===== src/rtl/pb_pkg.sv =====
// pb_pkg: shared definitions for the protobuf key encoder.
// Holds the wire-type codes, the encoder state enum and the varint size
// limit for a 32-bit key.
package pb_pkg;

  localparam logic [2:0] WT_VARINT = 3'd0;
  localparam logic [2:0] WT_I64    = 3'd1;
  localparam logic [2:0] WT_LEN    = 3'd2;
  localparam logic [2:0] WT_SGROUP = 3'd3;
  localparam logic [2:0] WT_EGROUP = 3'd4;
  localparam logic [2:0] WT_I32    = 3'd5;

  localparam int VARINT_MAX_BYTES = 5;

  typedef enum logic [1:0] {
    ST_IDLE = 2'd0,
    ST_KEY  = 2'd1,
    ST_LEN  = 2'd2
  } enc_state_e;

endpackage


===== src/rtl/key_encoder_varint_byte.sv =====
// varint_byte: combinational base-128 byte former.
// Ports:
//   sr   in  W : shift register holding the not-yet-emitted value bits
//   more out 1 : bits remain above the low 7 (continuation needed)
//   data out 8 : {more, sr[6:0]}
module varint_byte #(
  parameter int W = 32
) (
  input  logic [W-1:0] sr,
  output logic         more,
  output logic [7:0]   data
);

  assign more = |sr[W-1:7];
  assign data = {more, sr[6:0]};

endmodule


===== src/rtl/key_encoder.sv =====
// key_encoder: serializes a protobuf field key ((field << 3) | wire_type)
// as a little-endian varint, followed by the length varint for
// length-delimited fields. One byte per cycle.
// Ports:
//   clock, reset          : rising-edge clock, synchronous active-high reset
//   io_in_valid/ready     : request handshake (ready = idle)
//   io_field_number       : field number, legal 1..2^FIELD_W-1
//   io_wire_type          : wire type, legal 0..5
//   io_value_size         : payload length, used only for wire type 2
//   io_out_valid/ready    : byte handshake toward the output FIFO
//   io_out_data           : varint byte, bit7 = continuation
//   io_out_last           : final byte of the request
//   io_bytes_written      : bytes accepted downstream for the current request
//   io_err                : one-cycle pulse for a rejected request
//   dbg_state             : current FSM state
//
// Handshakes: a transfer happens on a rising edge where valid and ready are
// both high. Once valid is raised it stays high, with data/last stable, until
// that transfer happens; ready may change freely.
module key_encoder
  import pb_pkg::*;
#(
  parameter int FIELD_W = 29,
  parameter int LEN_W   = 16
) (
  input  logic               clock,
  input  logic               reset,
  input  logic               io_in_valid,
  output logic               io_in_ready,
  input  logic [FIELD_W-1:0] io_field_number,
  input  logic [2:0]         io_wire_type,
  input  logic [LEN_W-1:0]   io_value_size,
  output logic               io_out_valid,
  input  logic               io_out_ready,
  output logic [7:0]         io_out_data,
  output logic               io_out_last,
  output logic [3:0]         io_bytes_written,
  output logic               io_err,
  output logic [1:0]         dbg_state
);

  localparam int KEY_W = FIELD_W + 3;
  localparam int SR_W  = (KEY_W > LEN_W) ? KEY_W : LEN_W;

  enc_state_e       state_q, state_d;
  logic [KEY_W-1:0] key_sr_q, key_sr_d;
  logic [LEN_W-1:0] len_sr_q, len_sr_d;
  logic             is_len_q, is_len_d;
  logic [3:0]       cnt_q, cnt_d;
  logic             in_ready_q, in_ready_d;
  logic             out_valid_q, out_valid_d;
  logic [7:0]       out_data_q, out_data_d;
  logic             out_last_q, out_last_d;
  logic             err_q, err_d;

  // The byte former looks at the shift register the next cycle will present,
  // so the registered data/last always describe the byte currently on offer.
  logic [SR_W-1:0]  sr_next;
  logic             more_next;
  logic [7:0]       data_next;

  logic             cur_more;
  logic             illegal;

  // The presented byte's continuation bit is its "more" flag.
  assign cur_more = out_data_q[7];
  assign illegal  = (io_field_number == '0) || (io_wire_type > WT_I32);

  always_comb begin
    state_d    = state_q;
    key_sr_d   = key_sr_q;
    len_sr_d   = len_sr_q;
    is_len_d   = is_len_q;
    cnt_d      = cnt_q;
    in_ready_d = in_ready_q;
    err_d      = 1'b0;

    case (state_q)
      ST_IDLE: begin
        in_ready_d = 1'b1;
        if (io_in_valid && in_ready_q) begin
          key_sr_d = {io_field_number, io_wire_type};
          is_len_d = (io_wire_type == WT_LEN);
          len_sr_d = (io_wire_type == WT_LEN) ? io_value_size : '0;
          cnt_d    = '0;
          if (illegal) begin
            err_d = 1'b1;
          end else begin
            state_d    = ST_KEY;
            in_ready_d = 1'b0;
          end
        end
      end
      ST_KEY: begin
        if (io_out_ready) begin
          key_sr_d = key_sr_q >> 7;
          cnt_d    = cnt_q + 4'd1;
          if (!cur_more) begin
            if (is_len_q) begin
              state_d = ST_LEN;
            end else begin
              state_d    = ST_IDLE;
              in_ready_d = 1'b1;
            end
          end
        end
      end
      ST_LEN: begin
        if (io_out_ready) begin
          len_sr_d = len_sr_q >> 7;
          cnt_d    = cnt_q + 4'd1;
          if (!cur_more) begin
            state_d    = ST_IDLE;
            in_ready_d = 1'b1;
          end
        end
      end
      default: begin
        state_d    = ST_IDLE;
        in_ready_d = 1'b1;
      end
    endcase
  end

  assign sr_next = (state_d == ST_LEN) ? SR_W'(len_sr_d) : SR_W'(key_sr_d);

  varint_byte #(.W(SR_W)) u_varint_byte (
    .sr   (sr_next),
    .more (more_next),
    .data (data_next)
  );

  always_comb begin
    out_valid_d = (state_d != ST_IDLE);
    out_data_d  = out_valid_d ? data_next : 8'h00;
    // A key byte is only last when no length varint follows it.
    out_last_d  = out_valid_d && !more_next && !((state_d == ST_KEY) && is_len_d);
  end

  always_ff @(posedge clock) begin
    if (reset) begin
      state_q     <= ST_IDLE;
      key_sr_q    <= '0;
      len_sr_q    <= '0;
      is_len_q    <= 1'b0;
      cnt_q       <= '0;
      in_ready_q  <= 1'b0;
      out_valid_q <= 1'b0;
      out_data_q  <= '0;
      out_last_q  <= 1'b0;
      err_q       <= 1'b0;
    end else begin
      state_q     <= state_d;
      key_sr_q    <= key_sr_d;
      len_sr_q    <= len_sr_d;
      is_len_q    <= is_len_d;
      cnt_q       <= cnt_d;
      in_ready_q  <= in_ready_d;
      out_valid_q <= out_valid_d;
      out_data_q  <= out_data_d;
      out_last_q  <= out_last_d;
      err_q       <= err_d;
    end
  end

  assign io_in_ready      = in_ready_q;
  assign io_out_valid     = out_valid_q;
  assign io_out_data      = out_data_q;
  assign io_out_last      = out_last_q;
  assign io_bytes_written = cnt_q;
  assign io_err           = err_q;
  assign dbg_state        = state_q;

endmodule


===== config.mk =====
export PLATFORM = sky130hd
export DESIGN_NAME = key_encoder
export DESIGN_NICKNAME = d
export VERILOG_FILES = /design/src/rtl/pb_pkg.sv /design/src/rtl/key_encoder_varint_byte.sv /design/src/rtl/key_encoder.sv
export SDC_FILE = /design/constraint.sdc
export NUM_CORES = 1
export LEC_CHECK = 0
export BUFFER_PORTS_ARGS = -buffer_cell sky130_fd_sc_hd__buf_2
export CORE_MARGIN = 2
export CORE_UTILIZATION = 53
export DETAILED_ROUTE_END_ITERATION = 8
export PLACE_DENSITY = 0.8
export SETUP_SLACK_MARGIN = 0.4
export SLEW_MARGIN = 25
export SYNTH_ARGS = -nofsm -noshare
export SYNTH_HDL_FRONTEND = slang
export SYNTH_HIERARCHICAL = 1
export SYNTH_SLANG_ARGS = --single-unit

===== constraint.sdc =====
create_clock -name clock -period 3.3 [get_ports clock]
set_input_delay 0.33 -clock clock [delete_from_list [all_inputs] [get_ports clock]]
set_output_delay 0.33 -clock clock [all_outputs]
set_load 0.1 [all_outputs]

==> impl_results.rst <==
.. list-table::
   :header-rows: 1

   * - Metric
     - Value
   * - Clock tree root driver cell
     - clkbuf_8
   * - Synth cell types
     - 35
   * - Cell taking the most area after synthesis
     - dfxtp_1
   * - Number of ports placed on the die boundary
     - 70
   * - Area of the multi-input gates
     - 1480 um^2
   * - Number of synthesized flops with an enable pin
     - 0
   * - Share of cells above drive strength 1
     - 0.291
   * - Area enclosed by the die boundary
     - slightly above 6000 um^2
   * - Worst slew slack as a fraction of its limit
     - 0.528
   * - Most common cell after layout, fill and taps aside
     - nor2_1
   * - Global-route usage over all layers
     - 0.261
   * - GRT Residual Overflow
     - 0
   * - Routed len/inst
     - 17.6 um
   * - Worst setup EP type
     - flip-flop
   * - Classification of the worst-slack hold path
     - input port to flip-flop
   * - Slowest cell on crit path
     - o41ai_4
   * - Average via count per standard cell
     - 6.27
   * - Initial Utilization
     - 0.545
   * - Global-route wire length before repair
     - around 13 mm
   * - Status
     - finished clean
   * - Most frequent cells in the layout
     - nor2_1, buf_2, dfxtp_1
   * - Total power of the final layout
     - approximately 1.9 mW
   * - Pin count of the biggest net entering global routing
     - 34
   * - Top post-synthesis cells by area
     - dfxtp_1, a222oi_1, nor2_1
   * - Sum of net half-perimeters after detailed placement
     - about 5.6 mm
   * - Number of rows in the core area
     - 27
   * - Layout Nets
     - 440
   * - Footprint of the flip-flops and latches
     - between 1000 and 1500 um^2
   * - Via count of the first global-routing pass
     - approximately 2700
   * - Gp weighted congestion
     - between 0.8 and 0.9
   * - Clock-pin slew on the worst setup and hold paths
     - ~0.08 ns
   * - Critical path launch point type
     - flip-flop
   * - Final critical-path required period
     - ~2.9 ns
   * - Max-capacitance violation count
     - 0
   * - Total power per unit cell area
     - roughly 520 nW/um^2
   * - Drt first pass iters
     - 5
   * - Fill count
     - 490
   * - Remaining number of nets flagged by the antenna check after routing
     - 0
   * - Fin util
     - 0.655
   * - Cells along the critical path
     - inv_1 -> ha_1 -> inv_1 -> o41ai_4 -> nor2_8 -> mux2i_1 -> nor4_1 -> and4_1 -> nand4_1 -> a211oi_1
   * - Family with the most delay on the worst path
     - compound AO/OA/AOI/OAI gates
   * - Flip-flop cell with the highest count after synthesis
     - dfxtp_1
   * - CP required
     - roughly 3.6 ns
   * - Warnings from Yosys
     - 6
   * - Total negative slack for setup checks
     - 0 ns
   * - Number of buffers and inverters on the critical path
     - 2
   * - TritonCTS Buffers
     - 9
   * - Count of endpoints failing hold in the final timing report
     - 0
   * - Level count of the clock H-tree
     - 3
   * - Total count of max-transition violations in the final report
     - 0
   * - Area growth, synth to finish
     - 20.2%
   * - Data arrival at the endpoint of the critical path
     - 3.12 ns
   * - Slowest Stage Delay on Critical Path
     - between 0.7 and 0.8 ns
   * - Critical path type
     - flip-flop to flip-flop
   * - Initial antenna violation count
     - 0
   * - Post-CTS Hold Buffers
     - 0
   * - Placeable core area
     - about 5500 um^2
   * - Worst vdd ir
     - ~0.00036 V
   * - Endpoints failing setup
     - 0
   * - Proportion of synthesized chip area in sequential cells
     - 0.450
   * - Fraction of registers with async set/reset
     - 0
   * - Vias post-DR
     - about 2900
   * - Mapped Avg Cell Area
     - between 9 and 10 um^2
   * - Fraction of post-synthesis cell area in the top cell type by area
     - 0.450
   * - Portion of the clock cycle consumed by the worst path in the final layout
     - 0.867
   * - Post-Route Hold Slack
     - 0.242 ns
   * - Horizontal extent of the die
     - 79.0 um
   * - Measured slew at the worst slew-check pin
     - between 0.7 and 0.8 ns
   * - Max Root-Sink Buffers
     - 2
   * - Number of remaining DRC errors
     - 0
   * - Highest attainable clock frequency
     - approximately 350 MHz
   * - Max FO, Critical Path
     - 7
   * - Count of routing violations after the opening detailed-route iteration
     - 362
   * - Die Y-Extent
     - slightly below 80 um
   * - Total standard cell area after synthesis
     - approximately 3000 um^2
   * - Number of antenna repair diodes
     - 0
   * - Cells after Synth
     - approximately 320
   * - IO buf count
     - between 60 and 70
   * - Leakage power
     - between 1 and 1.5 nW
   * - Overall routed net length
     - about 8 mm
   * - Insertion delay of the later-clocked pin in the worst-skew pair
     - 0.35 ns
   * - Unrepaired setup endpoints after global routing
     - false
   * - Library cell appearing most often on the critical path
     - inv_1
   * - Total nets after synthesis
     - 378
   * - Final setup skew
     - roughly 0.013 ns
   * - Clock sink count
     - 67
   * - CTS tree
     - yes
   * - Synthesized flop and latch total
     - 67
[routing by layer]
| layer | track usage | vias up | routed length (um) |
|---|---|---|---|
| met5 | 0 | - | 0 |
| met4 | 0.134 | 0 | 248 |
| met3 | 0.0443 | 23 | 607 |
| met2 | 0.432 | 152 | 3910 |
| met1 | 0.326 | 1376 | 3310 |
| li1 | - | 1333 | - |
[state kept, by name, indices dropped and copies added (netlist names), 2 cells and up]
signal            flops
dbg_state             2
io_bytes_written      4
io_out_data           8
key_sr_q             32
len_sr_q             16
[layout make-up]
cell class | instances | area share
Timing Repair Buffer | 80 | 0.119
Clock inverter | 6 | 0.0196
Tap cell | 72 | 0.0251
Clock buffer | 10 | 0.0384
Multi-Input combinational cell | 219 | 0.414
Sequential cell | 67 | 0.377
Inverter | 6 | 0.00628
[final timing paths]
path | startpoint | slack, ns | endpoint | cells after the start
hold / removal | io_value_size[3] | 0.24 | len_sr_q[3]$_SDFF_PP0_ | 3
hold reg to reg | io_bytes_written[1]$_SDFFE_PP0P_ | 0.51 | io_bytes_written[1]$_SDFFE_PP0P_ | 2
setup reg to reg | dbg_state[1]$_SDFF_PP0_ | 0.44 | io_out_last$_SDFF_PP0_ | 10
setup / recovery | dbg_state[1]$_SDFF_PP0_ | 0.44 | io_out_last$_SDFF_PP0_ | 10
[cells in the mapped netlist, types with 5 or more instances]
cell type  count
a21oi_1        7
a222oi_1      34
a22oi_1       14
and2_1        10
buf_2          5
buf_4          9
clkbuf_1      14
dfxtp_1       67
ha_1           5
inv_1          6
mux2i_1       16
nand2_1       13
nand4_1        5
nor2_1        75
nor3_1         6
nor4_1        11
[worst register-to-register path: cells and delay by family, from the launching register on]
kind / cells / cell delay [ns]
fa+ha+maj: 1 / 0.23
simple gates: 4 / 0.82
flops: 1 / 0.37
compound gates: 2 / 0.98
mux: 1 / 0.15
buf+inv: 2 / 0.23
[through the flow]
step / area, um^2 / instances / setup WS, ns
2_1_floorplan: 2990 / 321 / 0.462
3_3_place_gp: 3310 / 440 / 0.452
3_5_place_dp: 3310 / 440 / 0.345
4_1_cts: 3530 / 457 / 0.423
5_1_grt: 3580 / 460 / 0.340
6_report: 3580 / 460 / 0.438
[where the power goes]
| part | internal [mW] | switching, mW |
|---|---|---|
| clock | 0.376 | 0.335 |
| combinational | 0.101 | 0.201 |
| sequential | 0.838 | 0.0181 |
| total | 1.32 | 0.554 |
[cells by family (layout without fill, tap and decap cells)]
group,after synthesis,count (layout),share of synthesized area
buf+inv,37,102,0.0693
fa+ha+maj,5,5,0.0210
simple gates,130,132,0.203
mux,16,16,0.0537
flops,67,67,0.450
compound gates,66,66,0.203
[repair_timing]
action                     4_1_cts  5_1_grt
resized for setup                0        6
gates cloned                     1        1
pin swaps                        1        5
setup buffers                    0        2
setup endpoints to repair        1        2
(Power assumes the default switching activity.)
